==> src/rtl/unidad_control.sv <==
// unidad_control: multi-cycle control FSM for the CS3 data unit.
// One FETCH cycle, 1-5 execute cycles decoded from (state, op), STOP parks in HALT.
module unidad_control #(
  parameter bit HALT_ON_ILLEGAL = 1'b0
) (
  input  logic       clk,
  input  logic       reset,
  input  logic [4:0] op,
  input  logic [2:0] condicion,
  input  logic [3:0] regestado,
  output logic       wir,
  output logic       ipc,
  output logic       clpc,
  output logic       wpc,
  output logic       rpc,
  output logic       wreg,
  output logic       wac,
  output logic       rac,
  output logic       wsreg,
  output logic       wmar,
  output logic       wmem,
  output logic       rmem,
  output logic       inm,
  output logic       s,
  output logic       r,
  output logic       ta,
  output logic       tb,
  output logic       enable_mux_carry,
  output logic       isp,
  output logic       dsp,
  output logic       rsp,
  output logic       prsp,
  output logic       halted
);
  typedef enum logic [2:0] {RST, FETCH, E1, E2, E3, E4, E5, HALT} state_t;
  localparam logic [4:0] OP_ST   = 5'b00000, OP_LD   = 5'b00001, OP_STS  = 5'b00010,
                         OP_LDS  = 5'b00011, OP_CALL = 5'b00100, OP_RET  = 5'b00101,
                         OP_BR   = 5'b00110, OP_JMP  = 5'b00111, OP_ADD  = 5'b01000,
                         OP_ADC  = 5'b01001, OP_SUB  = 5'b01010, OP_CP   = 5'b01011,
                         OP_MOV  = 5'b01111, OP_STOP = 5'b10111, OP_SUBI = 5'b11010,
                         OP_CPI  = 5'b11011, OP_SBCI = 5'b11100, OP_LDI  = 5'b11111;
  state_t     state_q, state_d;
  logic       e1, e2, e3, e4, e5, taken, legal, stop;
  logic [2:0] len, step;
  assign e1 = state_q == E1;
  assign e2 = state_q == E2;
  assign e3 = state_q == E3;
  assign e4 = state_q == E4;
  assign e5 = state_q == E5;
  assign step = state_q - 3'd1;
  always_ff @(posedge clk or posedge reset)
    if (reset) state_q <= RST;
    else state_q <= state_d;
  always_comb begin
    taken = condicion == 3'd0 ? regestado[1] :
            condicion == 3'd1 ? regestado[3] :
            condicion == 3'd2 ? regestado[0] :
            condicion == 3'd3 ? regestado[2] ^ regestado[0] : 1'b0;
    legal = op inside {OP_ST, OP_LD, OP_STS, OP_LDS, OP_CALL, OP_RET, OP_BR, OP_JMP, OP_ADD,
                       OP_ADC, OP_SUB, OP_CP, OP_MOV, OP_STOP, OP_SUBI, OP_CPI, OP_SBCI, OP_LDI};
    stop = op == OP_STOP || (!legal && HALT_ON_ILLEGAL);
    case (op)
      OP_LDI, OP_MOV, OP_ADD, OP_ADC, OP_SUB, OP_SUBI, OP_SBCI, OP_JMP: len = 3'd2;
      OP_LD, OP_LDS, OP_RET: len = 3'd3;
      OP_ST, OP_STS:         len = 3'd4;
      OP_CALL:               len = 3'd5;
      OP_BR:                 len = taken ? 3'd2 : 3'd1;
      default:               len = 3'd1;
    endcase
    state_d = state_q;
    case (state_q)
      RST:     state_d = FETCH;
      FETCH:   state_d = E1;
      HALT:    state_d = HALT;
      default: state_d = (e1 && stop) ? HALT : step == len ? FETCH : state_t'(state_q + 3'd1);
    endcase
  end
  always_comb begin
    {wir, ipc, wpc, rpc, wreg, wac, rac, wsreg, wmar, wmem, rmem, inm} = '0;
    {s, r, ta, tb, enable_mux_carry, isp, dsp, rsp} = '0;
    clpc   = state_q == RST;
    prsp   = state_q == RST;
    wir    = state_q == FETCH;
    ipc    = state_q == FETCH;
    halted = state_q == HALT;
    case (op)
      OP_LDI, OP_MOV: begin
        inm = e1 && op == OP_LDI;
        {tb, wac} = {2{e1}};
        {rac, wreg} = {2{e2}};
      end
      OP_ADD, OP_ADC: begin
        {s, wac, wsreg} = {3{e1}};
        enable_mux_carry = e1 && op == OP_ADC;
        {rac, wreg} = {2{e2}};
      end
      OP_SUB, OP_SUBI, OP_SBCI: begin
        {r, wac, wsreg} = {3{e1}};
        inm = e1 && op != OP_SUB;
        enable_mux_carry = e1 && op == OP_SBCI;
        {rac, wreg} = {2{e2}};
      end
      OP_CP, OP_CPI: begin
        {r, wsreg} = {2{e1}};
        inm = e1 && op == OP_CPI;
      end
      OP_LD, OP_LDS: begin
        inm = e1 && op == OP_LDS;
        {tb, wac} = {2{e1}};
        {rac, wmar} = {2{e2}};
        {rmem, wreg} = {2{e3}};
      end
      OP_ST, OP_STS: begin
        inm = e1 && op == OP_STS;
        tb = e1;
        wac = e1 || e3;
        ta = e3;
        rac = e2 || e4;
        wmar = e2;
        wmem = e4;
      end
      OP_JMP, OP_BR: begin
        {inm, tb, wac} = {3{e1 && (op == OP_JMP || taken)}};
        {rac, wpc} = {2{e2}};
      end
      OP_CALL: begin
        {rsp, wmar} = {2{e1}};
        {rpc, wmem} = {2{e2}};
        dsp = e3;
        {inm, tb, wac} = {3{e4}};
        {rac, wpc} = {2{e5}};
      end
      OP_RET: begin
        isp = e1;
        {rsp, wmar} = {2{e2}};
        {rmem, wpc} = {2{e3}};
      end
      default: ;
    endcase
  end
endmodule

==> config.mk <==
export PLATFORM = sky130hd
export DESIGN_NAME = unidad_control
export DESIGN_NICKNAME = d
export VERILOG_FILES = /design/src/rtl/unidad_control.sv
export SDC_FILE = /design/constraint.sdc
export NUM_CORES = 1
export LEC_CHECK = 0
export CAP_MARGIN = 25
export CORE_MARGIN = 1.5
export CORE_UTILIZATION = 46
export DETAILED_ROUTE_END_ITERATION = 8
export PLACE_DENSITY = 0.88
export SKIP_CTS_REPAIR_TIMING = 1
export SLEW_MARGIN = 5
export SYNTH_ARGS = -nofsm -noshare
export SYNTH_HDL_FRONTEND = slang
export SYNTH_SLANG_ARGS = --single-unit
==> constraint.sdc <==
create_clock -name clk -period 5.2 [get_ports clk]
set_input_delay 0.78 -clock clk [delete_from_list [all_inputs] [get_ports clk]]
set_output_delay 0.78 -clock clk [all_outputs]
set_load 0.05 [all_outputs]
==> metrics.json <==
{
  "run_status": "completed",
  "firstDrtPassIters": 4,
  "fin_hold_ws_ns": 0.525,
  "layout_worst_path_cycle_share_pct": 83.8,
  "hold_violations": 0,
  "route.detailed.vias_per_inst": 6.08,
  "pin_count": 37,
  "clk_pin_slew_ns": 0.05,
  "final_cell_area_um2": 1290,
  "clock_insertion_delay_worst_skew_ns": 0.25,
  "synthCells": 137,
  "grt.overflow.total": 0,
  "fp.dieW_um": 47.5,
  "antenna_violating_nets_post_route": 0,
  "vias": 1180,
  "leakage_nw": 0.506,
  "mostFrequentLayoutCell": "sky130_fd_sc_hd__clkdlybuf4s50_1",
  "die_area_um2": 2250,
  "gp_routability_congestion": 0.881,
  "synthesized_nets": 159,
  "hold_path.class": "register to register",
  "placementRows": 15,
  "numCtsBuffers": 3,
  "combinational_share_of_power_pct": 40.2,
  "antenna_found_initial": 0,
  "yosysSeqAreaShare_pct": 8.25,
  "biggestRegsByFlops": "state_q: 3 flops",
  "routed_wire_length_per_instance_um": 14.2,
  "flow.area_growth_from_synthesis_pct": 42.0,
  "worstMarginPinSlew_ns": 0.512,
  "area_occupied_by_multi_input_gates_um2": 753,
  "power.density_cell_area_nw_per_um2": 89.5,
  "dieHeight_um": 47.5,
  "setup.worst_path.end_class": "output port",
  "cts_root_buffer": "sky130_fd_sc_hd__clkbuf_4",
  "clock_tree.buffer_depth": 2,
  "registers.top_by_ff_count": "state_q",
  "timing.critical_path.required_ns": 4.42,
  "fin_tns_setup_ns": 0,
  "clock_power_share_pct": 39.6,
  "largest_net_degree_at_the_start_of_global_routing": 18,
  "num_antenna_cells": 0,
  "critical_path_start_type": "input port",
  "synthesis.yosys.warnings": 0,
  "largest_reg_flops": 3,
  "power.switching_fraction_pct": 36.6,
  "syn_avg_cell_area_um2": 6.64,
  "synthArstFlopShare_pct": 100,
  "post_synth_edffs": 0,
  "crit_arrival_ns": 3.58,
  "maxSlewHeadroom_pct": 65.7,
  "drive_above_1_share_pct": 5.33,
  "drv.max_cap_violation_count": 0,
  "post-dp-hpwl_mm": 2.14,
  "worst-setup-path-type": "input port to output port",
  "ys_seq_elements": 3,
  "detail_route.wirelength_mm": 2.75,
  "place.port_buffers": 36,
  "gr-usage-met2_pct": 45.1,
  "finalNetCount": 192,
  "tritoncts": "done",
  "cts_num_sinks": 3,
  "drv_slew": 0,
  "remaining_drc_errors": 0,
  "grt.total_usage_pct": 26.7,
  "sequential_cell_area_um2": 75.1,
  "yosys_most_used_dff": "sky130_fd_sc_hd__dfrtp_1",
  "timing.final.setup_violations": 0,
  "grt.busiest_layer": "met2",
  "synth.lib_cells_used.distinct": 44,
  "fmaxAchievable_ghz": 0.229,
  "p_int_mw": 0.0733,
  "peakVddDrop_uv": 88.4,
  "clock_tree.htree_level_count": 1,
  "grt_pass1_wl_mm": 4.38,
  "finalClockSkew_ns": 0.00560,
  "dr.first_iter.drc_count": 54,
  "critical_path_peak_fanout": 16,
  "initial_core_utilization_pct": 51.0,
  "syn_area_um2": 910,
  "grt_pass1_vias": 1020,
  "dpl_cell_area_um2": 1260,
  "floorplan.core_area_um2": 1780,
  "period_needed_ns": 4.36,
  "globalRouteMet3Util_pct": 2.64,
  "grt_setup_unrepaired": "false",
  "netsw_mw": 0.0423,
  "fillerInstances": 139,
  "groute.layer.met1.usage_pct": 34.9,
  "commonest_cells_after_routing_fill_and_taps_aside": "sky130_fd_sc_hd__clkdlybuf4s50_1, sky130_fd_sc_hd__nor2_1, sky130_fd_sc_hd__inv_1, sky130_fd_sc_hd__a21oi_1",
  "share_seq_of_total_power_pct": 20.3
}
final cells by class:
| type | instances | share of cell area [%] |
|---|---|---|
| clock buffer | 4 | 2.03 |
| inverter | 10 | 2.91 |
| multi-input combinational | 115 | 58.3 |
| timing repair buffer | 37 | 28.5 |
| sequential | 3 | 5.81 |
| tap | 25 | 2.42 |
synthesized netlist by cell type, types with 4 or more instances:
cell                       number  area share, %
sky130_fd_sc_hd__nand2_1        8            3.3
sky130_fd_sc_hd__nor2b_1        5            3.4
sky130_fd_sc_hd__clkbuf_1       5            2.1
sky130_fd_sc_hd__a21oi_1       10            5.5
sky130_fd_sc_hd__o21ai_0        7            3.9
sky130_fd_sc_hd__inv_1         10            4.1
sky130_fd_sc_hd__nor2_1        17            7.0
sky130_fd_sc_hd__nand3_1        5            2.8
sky130_fd_sc_hd__a32oi_1        4            3.9
sky130_fd_sc_hd__and3_1         5            3.4
sky130_fd_sc_hd__ha_1           8             11
sky130_fd_sc_hd__nor3_1         6            3.3
power by group through the flow:
stage                     Combinational [mW]  Sequential [mW]  Clock [mW]
final                                 0.0465           0.0234      0.0457
after global routing                  0.0505           0.0234      0.0479
after CTS                             0.0454           0.0234      0.0455
after detailed placement              0.0452           0.0238           0
after global placement                0.0436           0.0238           0
after floorplan                       0.0272           0.0238           0
per-layer routing:
layer,part of all wire (%),wire [um],up-vias
li1,-,-,566
met1,43,1190,549
met2,49,1350,59
met3,6.7,184,6
met4,1.1,31,0
met5,0,0,-
critical path, stage by stage:
cell,delay (ns)
sky130_fd_sc_hd__clkdlybuf4s50_1,0.79
sky130_fd_sc_hd__or3b_4,0.48
sky130_fd_sc_hd__nor3_1,0.37
sky130_fd_sc_hd__a32oi_1,0.22
sky130_fd_sc_hd__o21ai_0,0.12
sky130_fd_sc_hd__clkdlybuf4s50_1,0.82
through the flow:
stage / instances / util [%] / power (mW) / setup slack [ns]
after floorplan: 137 / - / 0.0510 / 1.52
after global placement: 190 / 70.9 / 0.0673 / 1.04
after detailed placement: 190 / 70.9 / 0.0689 / 0.884
after CTS: 194 / 72.4 / 0.114 / 0.886
after global routing: 194 / 72.4 / 0.122 / 0.760
final: 194 / 72.4 / 0.116 / 0.841
worst paths after layout:
path,startpoint,end,slack [ns],depth (start not counted)
worst max register to register,state_q[0]$_DFF_PP0_,state_q[2]$_DFF_PP0_,3.34,7
worst max-delay path,op[2],tb,0.84,6
worst min-delay path,state_q[0]$_DFF_PP0_,state_q[0]$_DFF_PP0_,0.53,1
min in group asynchronous,reset,state_q[0]$_DFF_PP0_,0.71,2
max in group asynchronous,reset,state_q[1]$_DFF_PP0_,4.35,2
worst min register to register,state_q[0]$_DFF_PP0_,state_q[0]$_DFF_PP0_,0.53,1
cells by family after synthesis:
kind of cell	count (synthesis)	synth area share, %
AND/OR/NAND/NOR	60	35.9
AO/OA/AOI/OAI	42	30.4
buffers and inverters	19	8.94
adder cells (fa/ha/maj)	8	11.0
multiplexers	3	3.58
flip-flops	3	8.25
XOR/XNOR	2	1.93
Power figures use the tool's default switching activity.
